===== config.mk =====
export PLATFORM = sky130hd
export DESIGN_NAME = mmio_uart_responder
export DESIGN_NICKNAME = d
export VERILOG_FILES = /design/src/rtl/mmio_uart_responder.sv
export SDC_FILE = /design/constraint.sdc
export NUM_CORES = 1
export LEC_CHECK = 0
export BUFFER_PORTS_ARGS = -buffer_cell sky130_fd_sc_hd__buf_2
export CAP_MARGIN = 20
export CORE_UTILIZATION = 35
export DETAILED_ROUTE_END_ITERATION = 10
export GPL_TIMING_DRIVEN = 0
export PLACE_DENSITY_LB_ADDON = 0.1
export SYNTH_ARGS = -nofsm -noshare
export SYNTH_HDL_FRONTEND = slang
export SYNTH_SLANG_ARGS = --single-unit

===== constraint.sdc =====
create_clock -name clk -period 6.26 [get_ports clk]
set_input_delay 0.626 -clock clk [delete_from_list [all_inputs] [get_ports clk]]
set_output_delay 0.626 -clock clk [all_outputs]
set_load 0.01 [all_outputs]

===== src/rtl/mmio_uart_responder.sv =====
// mmio_uart_responder: memory-mapped target at MMIO_BASE that bridges CPU loads/stores to UART ready/valid ports.
// Latency: read data is registered and valid one cycle after the request; writes take effect at the next edge.
// Backpressure: uart_rx_ready drops when the RX FIFO is full; the TX holding register waits for uart_tx_ready.
//
// Optional feature: define MMIO_FIFO_LEVEL_EN to report RX FIFO occupancy in status[8:4].
//
// Ports:
//   clk, rst (async, active-low)
//   req_valid/req_we/req_addr/req_wdata : CPU access; req_we==0 is a read
//   rdata                               : registered read data, held until the next read
//   inst_retire                         : one instruction retired this cycle
//   uart_rx_data/_valid/_ready          : receiver byte stream into the RX FIFO
//   uart_tx_data/_valid/_ready          : TX holding register towards the transmitter
module mmio_uart_responder #(
   parameter int unsigned RX_FIFO_DEPTH = 4,
   parameter logic [31:0] MMIO_BASE     = 32'h8000_0000
) (
   input  logic        clk,
   input  logic        rst,
   input  logic        req_valid,
   input  logic [3:0]  req_we,
   input  logic [31:0] req_addr,
   input  logic [31:0] req_wdata,
   output logic [31:0] rdata,
   input  logic        inst_retire,
   input  logic [7:0]  uart_rx_data,
   input  logic        uart_rx_valid,
   output logic        uart_rx_ready,
   output logic [7:0]  uart_tx_data,
   output logic        uart_tx_valid,
   input  logic        uart_tx_ready
);

   localparam int unsigned PTR_W = $clog2(RX_FIFO_DEPTH);
   localparam int unsigned CNT_W = PTR_W + 1;

   localparam logic [7:0] OFF_STATUS = 8'h00;
   localparam logic [7:0] OFF_RX     = 8'h04;
   localparam logic [7:0] OFF_TX     = 8'h08;
   localparam logic [7:0] OFF_CYC    = 8'h10;
   localparam logic [7:0] OFF_INST   = 8'h14;
   localparam logic [7:0] OFF_CLR    = 8'h18;

   // ---------------- request decode ----------------
   logic       hit, rd_req, wr_req, tx_wr, ctr_clr;
   logic [7:0] off;

   assign off     = req_addr[7:0];
   assign hit     = req_valid && (req_addr[31:28] == MMIO_BASE[31:28]);
   // Every read request updates rdata, including out-of-region ones (which return 0).
   assign rd_req  = req_valid && (req_we == 4'b0);
   assign wr_req  = hit && (req_we != 4'b0);
   assign tx_wr   = wr_req && (off == OFF_TX) && req_we[0];
   assign ctr_clr = wr_req && (off == OFF_CLR);

   logic unused_bits;
   assign unused_bits = ^{req_addr[27:8], req_wdata[31:8]};

   // ---------------- RX FIFO ----------------
   logic [7:0]       fifo_mem_q [RX_FIFO_DEPTH];
   logic [PTR_W-1:0] rd_ptr_q, rd_ptr_d, wr_ptr_q, wr_ptr_d;
   logic [CNT_W-1:0] fifo_cnt_q, fifo_cnt_d;
   logic             fifo_empty, push, pop;

   assign fifo_empty    = (fifo_cnt_q == '0);
   assign uart_rx_ready = (fifo_cnt_q != CNT_W'(RX_FIFO_DEPTH));
   assign push          = uart_rx_valid && uart_rx_ready;
   assign pop           = rd_req && hit && (off == OFF_RX) && !fifo_empty;

   // Depth is a power of two, so the pointers wrap by natural overflow.
   assign wr_ptr_d   = wr_ptr_q + PTR_W'(push);
   assign rd_ptr_d   = rd_ptr_q + PTR_W'(pop);
   assign fifo_cnt_d = fifo_cnt_q + CNT_W'(push) - CNT_W'(pop);

   always_ff @(posedge clk) begin
      if (push) fifo_mem_q[wr_ptr_q] <= uart_rx_data;
   end

   // ---------------- TX holding register ----------------
   logic       tx_vld_q, tx_vld_d, tx_ovf_q, tx_ovf_d;
   logic [7:0] tx_dat_q, tx_dat_d;

   always_comb begin
      tx_vld_d = tx_vld_q;
      tx_dat_d = tx_dat_q;
      tx_ovf_d = tx_ovf_q;
      if (tx_vld_q) begin
         if (uart_tx_ready) tx_vld_d = 1'b0;
         // Register was busy when the store arrived (even on the handshake cycle): drop it.
         if (tx_wr) tx_ovf_d = 1'b1;
      end else if (tx_wr) begin
         tx_vld_d = 1'b1;
         tx_dat_d = req_wdata[7:0];
      end
      if (ctr_clr) tx_ovf_d = 1'b0;
   end

   assign uart_tx_valid = tx_vld_q;
   assign uart_tx_data  = tx_dat_q;

   // ---------------- counters ----------------
   logic [31:0] cyc_cnt_q, cyc_cnt_d, inst_cnt_q, inst_cnt_d;

   assign cyc_cnt_d  = ctr_clr ? 32'b0 : cyc_cnt_q + 32'd1;
   assign inst_cnt_d = ctr_clr ? 32'b0 : inst_cnt_q + {31'b0, inst_retire};

   // ---------------- read data ----------------
   logic [31:0] status, rdata_q, rdata_d;

   always_comb begin
      status    = 32'b0;
      status[0] = ~tx_vld_q;
      status[1] = ~fifo_empty;
      status[2] = tx_ovf_q;
`ifdef MMIO_FIFO_LEVEL_EN
      status[8:4] = 5'(fifo_cnt_q);
`endif
   end

   always_comb begin
      rdata_d = rdata_q;
      if (rd_req) begin
         rdata_d = 32'b0;
         if (hit) begin
            case (off)
               OFF_STATUS: rdata_d = status;
               OFF_RX:     rdata_d = fifo_empty ? 32'b0 : {24'b0, fifo_mem_q[rd_ptr_q]};
               OFF_CYC:    rdata_d = cyc_cnt_q;
               OFF_INST:   rdata_d = inst_cnt_q;
               default:    rdata_d = 32'b0;
            endcase
         end
      end
   end

   assign rdata = rdata_q;

   // ---------------- state registers ----------------
   always_ff @(posedge clk or negedge rst) begin
      if (!rst) begin
         rd_ptr_q   <= '0;
         wr_ptr_q   <= '0;
         fifo_cnt_q <= '0;
         tx_vld_q   <= 1'b0;
         tx_dat_q   <= 8'b0;
         tx_ovf_q   <= 1'b0;
         cyc_cnt_q  <= 32'b0;
         inst_cnt_q <= 32'b0;
         rdata_q    <= 32'b0;
      end else begin
         rd_ptr_q   <= rd_ptr_d;
         wr_ptr_q   <= wr_ptr_d;
         fifo_cnt_q <= fifo_cnt_d;
         tx_vld_q   <= tx_vld_d;
         tx_dat_q   <= tx_dat_d;
         tx_ovf_q   <= tx_ovf_d;
         cyc_cnt_q  <= cyc_cnt_d;
         inst_cnt_q <= inst_cnt_d;
         rdata_q    <= rdata_d;
      end
   end

endmodule

==> PnR_summary.wiki, run 1 <==
{| class="wikitable"
! Metric !! Value
|-
| Slew @ Worst Pin || 1.09 ns
|-
| Number of global-route vias before repair || between 4000 and 5000
|-
| Hold violation count in the final report || 0
|-
| Root Driver || clkbuf_16
|-
| Average cell area after synthesis || approximately 11 µm²
|-
| Cell with the most instances after synthesis || dfrtp_1
|-
| Critical path type || in -> reg
|-
| Aggregate global routing overflow || 0
|-
| TritonCTS clock tree || done
|-
| Category of the worst setup path capture point || register
|-
| Proportion of power drawn by the clock network || just over 40%
|-
| Async set-or-reset flop fraction in the synthesized netlist || around 78%
|-
| Worst R2R End || fifo_cnt_q[2]
|-
| Drt via density || 5.06
|-
| Portion of total power attributed to combinational logic || ~10%
|-
| Unrepaired setup endpoints after global routing || no
|-
| Total Routing Usage GR || 17.8%
|-
| Chip Height || 140 µm
|-
| Leak Pwr || around 0.0035 µW
|-
| Total internal power || about 1800 µW
|-
| RD Place Congestion || approximately 0.77
|-
| Width of the chip || 140 µm
|-
| Pwr per Cell Area || ~300 nW/µm²
|-
| Number of iterations in the first detailed-routing pass || 4
|-
| Result of the run || finished clean
|-
| Synth area leader || dfrtp_1
|-
| WP buf/inv || 3
|-
| Max capacitance violation total || 0
|-
| Overall die area || around 20000 µm²
|-
| Peak per-stage delay on the critical path || between 0.4 and 0.5 ns
|-
| Placed cells || ~900
|-
| Final clock skew || 0.00776 ns
|-
| Post-synthesis cell count || roughly 600
|-
| Post-DP HPWL || roughly 12000 µm
|-
| Data required time of the critical path || approximately 6.6 ns
|-
| Highest fanout seen on the critical path || 9
|-
| FF-to-FF path depth || 10
|-
| Most frequent cells after synthesis || 113 x dfrtp_1, 73 x nor2_1, 50 x nand2_1, 42 x o21ai_0, 33 x xor2_1
|-
| Starting density of the core || between 30 and 40%
|-
| Core Box Area || around 19000 µm²
|-
| Port-buffer cells || 78
|-
| Cell breakdown of the critical path || buf_2, nor4_1, nand3_1, or3_1, clkbuf_1, xnor2_1, ha_1, inv_1, fa_1, xnor2_1, xnor2_1
|-
| Crit path max-delay cell type || nor4_1
|-
| Max frequency || approximately 360 MHz
|-
| Synth top area share || between 40% and 50%
|-
| Post CTS Setup Buffer Count || 0
|-
| Vias || around 4800
|-
| Setup TNS || 0 ns
|-
| Largest net degree at the start of global routing || 67
|-
| Worst Path Arrival || 3.15 ns
|-
| Number of nets in the synthesized netlist || 686
|-
| Switching power total || around 610 µW
|-
| Non-filler instance count after layout || approximately 940
|-
| Share of post-route cells with drive strength above 1 || between 20% and 30%
|-
| Post-synthesis sequential element count || 145
|-
| Period Utilization, post-route || between 40% and 50%
|-
| Startpoint kind of the worst setup timing path || primary input
|-
| H-Tree Level Count || 4
|-
| Detailed Route Iter0 Violations || about 250
|-
| Number of setup violations in the final report || 0
|-
| Class of the tightest hold or removal check || in -> async
|-
| Max-slew violation count || 0
|-
| Number of cells upsized or downsized after cts || 0
|-
| Wire length after detailed routing || 16000 µm
|-
| Shortest period the worst path allows || about 2.8 ns
|-
| Maximum root-to-sink buffer count || 2
|-
| Clk pin slew, worst setup/hold paths || approximately 0.06 ns
|-
| # DRC || 0
|-
| Initial antenna violation count || 0
|-
| Crit. Startpoint || req_we[0]
|-
| Minimum setup slack among reg-to-reg paths || around 3.7 ns
|-
| Reg2reg start || fifo_cnt_q[1]
|-
| Portion of the post-synthesis area used by sequential elements || ~57%
|-
| Number of flops mapped to enable cells by yosys || 32
|-
| Count of distinct cell types in the synthesized netlist || 40
|-
| Dominant register cell in the synthesized netlist || dfrtp_1
|-
| Top Family by Delay on Critical Path || simple AND/OR/NAND/NOR gates
|-
| Number of placed I/O pins || between 100 and 150
|-
| Worst rel slew slack || 26.4%
|-
| Clock buffers created by TritonCTS || 17
|-
| Antenna violation net count after detailed routing || 0
|-
| Hold Worst Slack || roughly 0.13 ns
|-
| Largest voltage drop on the vdd net || between 0.15 and 0.2 mV
|-
| Sequential Power Share || around half
|-
| Final nets || between 700 and 800
|-
| Clk Latency, worst-skew pair || about 0.42 ns
|-
| Number of rows in the core area || 50
|-
| Number of fill cells in the layout || around 1800
|-
| First-pass GRT wire length || about 27000 µm
|-
| # clock sinks || about 150
|-
| Final routed wire length divided by cell count || about 17 µm
|-
| Number of buffers inserted for hold repair after clock tree synthesis || 0
|-
| Net switching share of the total power || 26.0%
|-
| Synthesis Warnings || 0
|-
| Synth top area cells || dfrtp_1 43%, edfxtp_1 14%, xor2_1 4.4%
|-
| Cell repeated most along the worst path || xnor2_1
|-
| # diodes || 0
|-
| Cell Area, Synth || roughly 6600 µm²
|-
| Area overhead of the layout relative to synthesis || 19.5%
|}
layout make-up:
type | count | area [µm²] | share of cell area, %
Buffer | 29 | 135 | 1.70
Clock buffer | 20 | 458 | 5.77
Clock inverter | 12 | 109 | 1.37
Inverter | 16 | 60.1 | 0.757
Multi-Input combinational cell | 408 | 2660 | 33.5
Sequential cell | 145 | 3790 | 47.7
Tap cell | 234 | 293 | 3.69
Timing Repair Buffer | 80 | 432 | 5.44
worst max-delay path by stage:
stage / slack, ns / end / depth (start not counted)
2_1_floorplan: 3.47 / fifo_cnt_q[2] / 10
3_3_place_gp: 3.06 / fifo_cnt_q[2] / 11
3_5_place_dp: 3.04 / fifo_cnt_q[2] / 11
4_1_cts: 3.46 / fifo_cnt_q[2] / 11
5_1_grt: 3.24 / fifo_cnt_q[2] / 11
6_report: 3.45 / fifo_cnt_q[2] / 11
state kept, by name, indices dropped and copies added, names as in the netlist:
register / flops
fifo_mem_q: 32
uart_tx_data: 8
wr_ptr_q: 2
cyc_cnt_q: 32
fifo_cnt_q: 3
uart_tx_valid: 1
tx_ovf_q: 1
inst_cnt_q: 32
rd_ptr_q: 2
rdata: 32
layer usage:
metal / up-vias / wire [µm] / share of wire [%] / track usage (%)
li1: 2313 / - / - / -
met1: 2364 / 7290 / 46 / 23.2
met2: 78 / 7780 / 49 / 28.9
met3: 20 / 662 / 4.1 / 3.99
met4: 0 / 265 / 1.7 / 6.48
met5: - / 0 / 0 / 0
metrics by stage:
stage,power [µW],instance area (µm²),util (%),setup slack [ns]
detailed placement,1420,7370,39.5,3.04
CTS,2390,7940,42.6,3.46
global placement,1400,7320,39.3,3.06
floorplan,1310,6640,-,3.47
finish,2370,7940,42.6,3.45
global route,2480,7940,42.6,3.24
power by group through the flow:
stage          clock, µW  sequential [µW]  combinational, µW
2_1_floorplan          0             1150                165
3_5_place_dp           0             1170                247
5_1_grt             1040             1170                274
3_3_place_gp           0             1160                233
6_report             971             1150                243
4_1_cts              994             1150                248
worst register-to-register path, stage by stage, from the launching register on:
cell	delay, ns
dfrtp_1	0.43
or3_1	0.42
nand2_1	0.08
or3_1	0.10
clkbuf_1	0.34
xnor2_1	0.17
ha_1	0.16
inv_1	0.05
fa_1	0.37
xnor2_1	0.21
xnor2_1	0.15
cells in the final DEF (no fill, tap or decap), types with 5 or more instances in the layout:
cell type / n
a21oi_1: 11
a22oi_1: 29
and3_1: 12
buf_2: 86
clkbuf_1: 20
clkbuf_16: 18
dfrtp_1: 113
edfxtp_1: 32
ha_1: 5
inv_1: 16
mux2_2: 12
mux4_2: 8
nand2_1: 50
nand3_1: 28
nand4_1: 21
nor2_1: 73
nor3_1: 10
o21ai_0: 42
or3_1: 10
xnor2_1: 25
xor2_1: 33
logic make-up after synthesis:
family                     synth area share (%)
buffers and inverters                      2.94
DFF                                        57.1
AOI/OAI and AO/OA                          7.63
muxes                                      4.90
adders and majority gates                  1.24
and+or+nand+nor                            18.6
xor gates and xnor gates                   7.65
No activity file was read; power rests on OpenSTA's default activity.
==> inputs of run 2 (changes only) <==
- clock period: 6.26 -> 2.5 ns (I/O delays scaled with it)
==> run 2 against run 1 <==
  * Highest routed layer unchanged
  * Core utilization up 0.11 points
  * First-iteration DRC count down 14%
  * Largest cell class unchanged
  * Sequential share of layout area down 0.11 points
  * Via count up 1.0%
  * Global-route usage about the same
==> PnR_summary.wiki, run 2 (same netlist as run 1, synthesis figures left out) <==
{| class="wikitable"
! Metric !! Value
|-
| Worst rel slew slack || between 40% and 50%
|-
| Shortest period the worst path allows || 2.33 ns
|-
| Number of placed I/O pins || about 120
|-
| Cell repeated most along the worst path || nand4_1
|-
| Category of the worst setup path capture point || register
|-
| Leading cell types in the layout, fill and taps excluded || 112 x dfrtp_1, 86 x buf_2, 73 x nor2_1
|-
| Number of fill cells in the layout || ~1800
|-
| Number of iterations in the first detailed-routing pass || 5
|-
| Total Routing Usage GR || 17.8%
|-
| Seq. cell area || between 3000 and 4000 µm²
|-
| TritonCTS clock tree || done
|-
| Final clock skew || approximately 0.0074 ns
|-
| Maximum root-to-sink buffer count || 2
|-
| Number of global-route vias before repair || 4913
|-
| Launch point of the worst hold path || uart_rx_data[7]
|-
| # DRC || 0
|-
| Clk Latency, worst-skew pair || 0.42 ns
|-
| Layout Utilization || between 40% and 50%
|-
| First-pass GRT wire length || approximately 27000 µm
|-
| Period Utilization, post-route || between 90% and 100%
|-
| Aggregate global routing overflow || 0
|-
| WP buf/inv || 0
|-
| Max capacitance violation total || 0
|-
| Top Family by Delay on Critical Path || simple AND/OR/NAND/NOR gates
|-
| Final nets || ~800
|-
| Unrepaired setup endpoints after global routing || no
|-
| Largest voltage drop on the vdd net || a little under 0.5 mV
|-
| Startpoint kind of the worst setup timing path || register
|-
| Core Box Area || approximately 19000 µm²
|-
| Largest net degree at the start of global routing || 67
|-
| Crit path max-delay cell type || nor2_1
|-
| # clock sinks || between 100 and 150
|-
| Max frequency || 429 MHz
|-
| Detailed Route Iter0 Violations || roughly 210
|-
| Post-DP HPWL || between 10000 and 15000 µm
|-
| Switching power total || 1550 µW
|-
| Area occupied by multi-input gates || about 2700 µm²
|-
| Worst Path Arrival || approximately 2.7 ns
|-
| Proportion of power drawn by the clock network || between 40% and 50%
|-
| Data required time of the critical path || 2.84 ns
|-
| GR Layer Usage met1 || between 20% and 30%
|-
| H-Tree Level Count || 4
|-
| Highest fanout seen on the critical path || 7
|-
| Max-slew violation count || 0
|-
| Width of the chip || 140 µm
|-
| Wire length after detailed routing || about 16000 µm
|-
| Post CTS Setup Buffer Count || 0
|-
| Peak per-stage delay on the critical path || 0.65 ns
|-
| Share of post-route cells with drive strength above 1 || between 20% and 30%
|-
| Pwr per Cell Area || about 750 nW/µm²
|-
| Net switching share of the total power || approximately a quarter
|-
| Crit. Startpoint || inst_cnt_q[7]
|-
| RD Place Congestion || ~0.77
|-
| Leak Pwr || 0.00350 µW
|-
| Cell breakdown of the critical path || nand4_1, nor2_1, nand4_1, or3_1, a21oi_1
|-
| Total internal power || between 4000 and 5000 µW
|-
| Critical path type || reg -> reg
|-
| Number of setup violations in the final report || 0
|-
| Number of rows in the core area || 50
|-
| Met2 capacity usage during global routing || 28.9%
|-
| Worst setup margin || between 0.15 and 0.2 ns
|-
| Result of the run || finished clean
|-
| Vias || about 4800
|-
| # diodes || 0
|-
| Overall die area || roughly 20000 µm²
|-
| Final routed wire length divided by cell count || 17.1 µm
|-
| Starting density of the core || between 30% and 40%
|-
| Most common library cell in the layout ignoring fill and taps || dfrtp_1
|-
| Port-buffer cells || 78
|-
| Chip Height || between 100 and 150 µm
|-
| Antenna violation net count after detailed routing || 0
|-
| Reg2reg start || inst_cnt_q[7]
|-
| Root Driver || clkbuf_16
|-
| Initial antenna violation count || 0
|-
| Clk pin slew, worst setup/hold paths || 0.06 ns
|-
| Clock buffers created by TritonCTS || 17
|-
| Slew @ Worst Pin || 0.777 ns
|-
| Area overhead of the layout relative to synthesis || 19.8%
|-
| Class of the tightest hold or removal check || in -> reg
|-
| Drt via density || around 5.1
|-
| Hold violation count in the final report || 0
|-
| Sequential Power Share || between 40% and 50%
|-
| Met3 Resource Use GR || 3.99%
|-
| Portion of total power attributed to combinational logic || between 10% and 20%
|-
| Highest-utilization routing layer at the global route stage || met2
|-
| Placement-stage worst setup slack || -0.349 ns
|}
==> run 2: cell types whose count changed in the layout (fill, tap and decap cells not counted), sizes merged <==
| cell | change |
|---|---|
| clkbuf | -1 |
| dlygate4sd3 | +1 |
==> run 2: repair_timing <==
action | CTS | global route
resized for setup | 1 | 2
endpoints found under the hold margin | 47 | 0
hold buffers | 1 | 0
endpoints found under the setup margin | 5 | 1
==> run 2: through the flow <==
stage	hold WS (ns)	power (µW)	std cells	setup TNS (ns)	area, µm²
finish	0.0414	5930	944	0	7960
global route	0.0282	6220	944	0	7960
CTS	0.0255	6000	944	0	7950
detailed placement	0.225	3550	912	-1.09	7370
global placement	0.460	3500	910	-29.02	7320
floorplan	-0.0456	3280	598	0	6640
==> run 2: final cells by class <==
| type | instances | share of cell area, % |
|---|---|---|
| Tap cell | 234 | 3.68 |
| Multi-Input combinational cell | 408 | 33.6 |
| Sequential cell | 145 | 47.6 |
| Inverter | 16 | 0.755 |
| Clock inverter | 12 | 1.37 |
| Clock buffer | 20 | 5.76 |
| Timing Repair Buffer | 81 | 5.55 |
| Buffer | 28 | 1.65 |
==> run 2: final timing paths <==
| path | endpoint | slack [ns] | cells after the start |
|---|---|---|---|
| worst max-delay path | inst_cnt_q[31] | 0.17 | 5 |
| worst min-delay path | fifo_mem_q[2][7] | 0.04 | 1 |
| worst max register to register | inst_cnt_q[31] | 0.17 | 5 |
| worst min register to register | rdata[9] | 0.48 | 2 |
| max in group asynchronous | fifo_cnt_q[1] | 1.46 | 3 |
| min in group asynchronous | rdata[8] | 0.33 | 2 |
==> run 2: power by group through the flow <==
stage               clock [µW]  sequential, µW  combinational [µW]
floorplan                    0            2870                 413
global placement             0            2910                 583
detailed placement           0            2930                 617
CTS                       2490            2890                 623
global route              2600            2930                 689
finish                    2440            2890                 612
==> run 2: per-layer routing <==
layer / up-vias / wire length, µm
met5: - / 0
met4: 0 / 285
met3: 22 / 628
met2: 82 / 7820
met1: 2409 / 7370
li1: 2311 / -
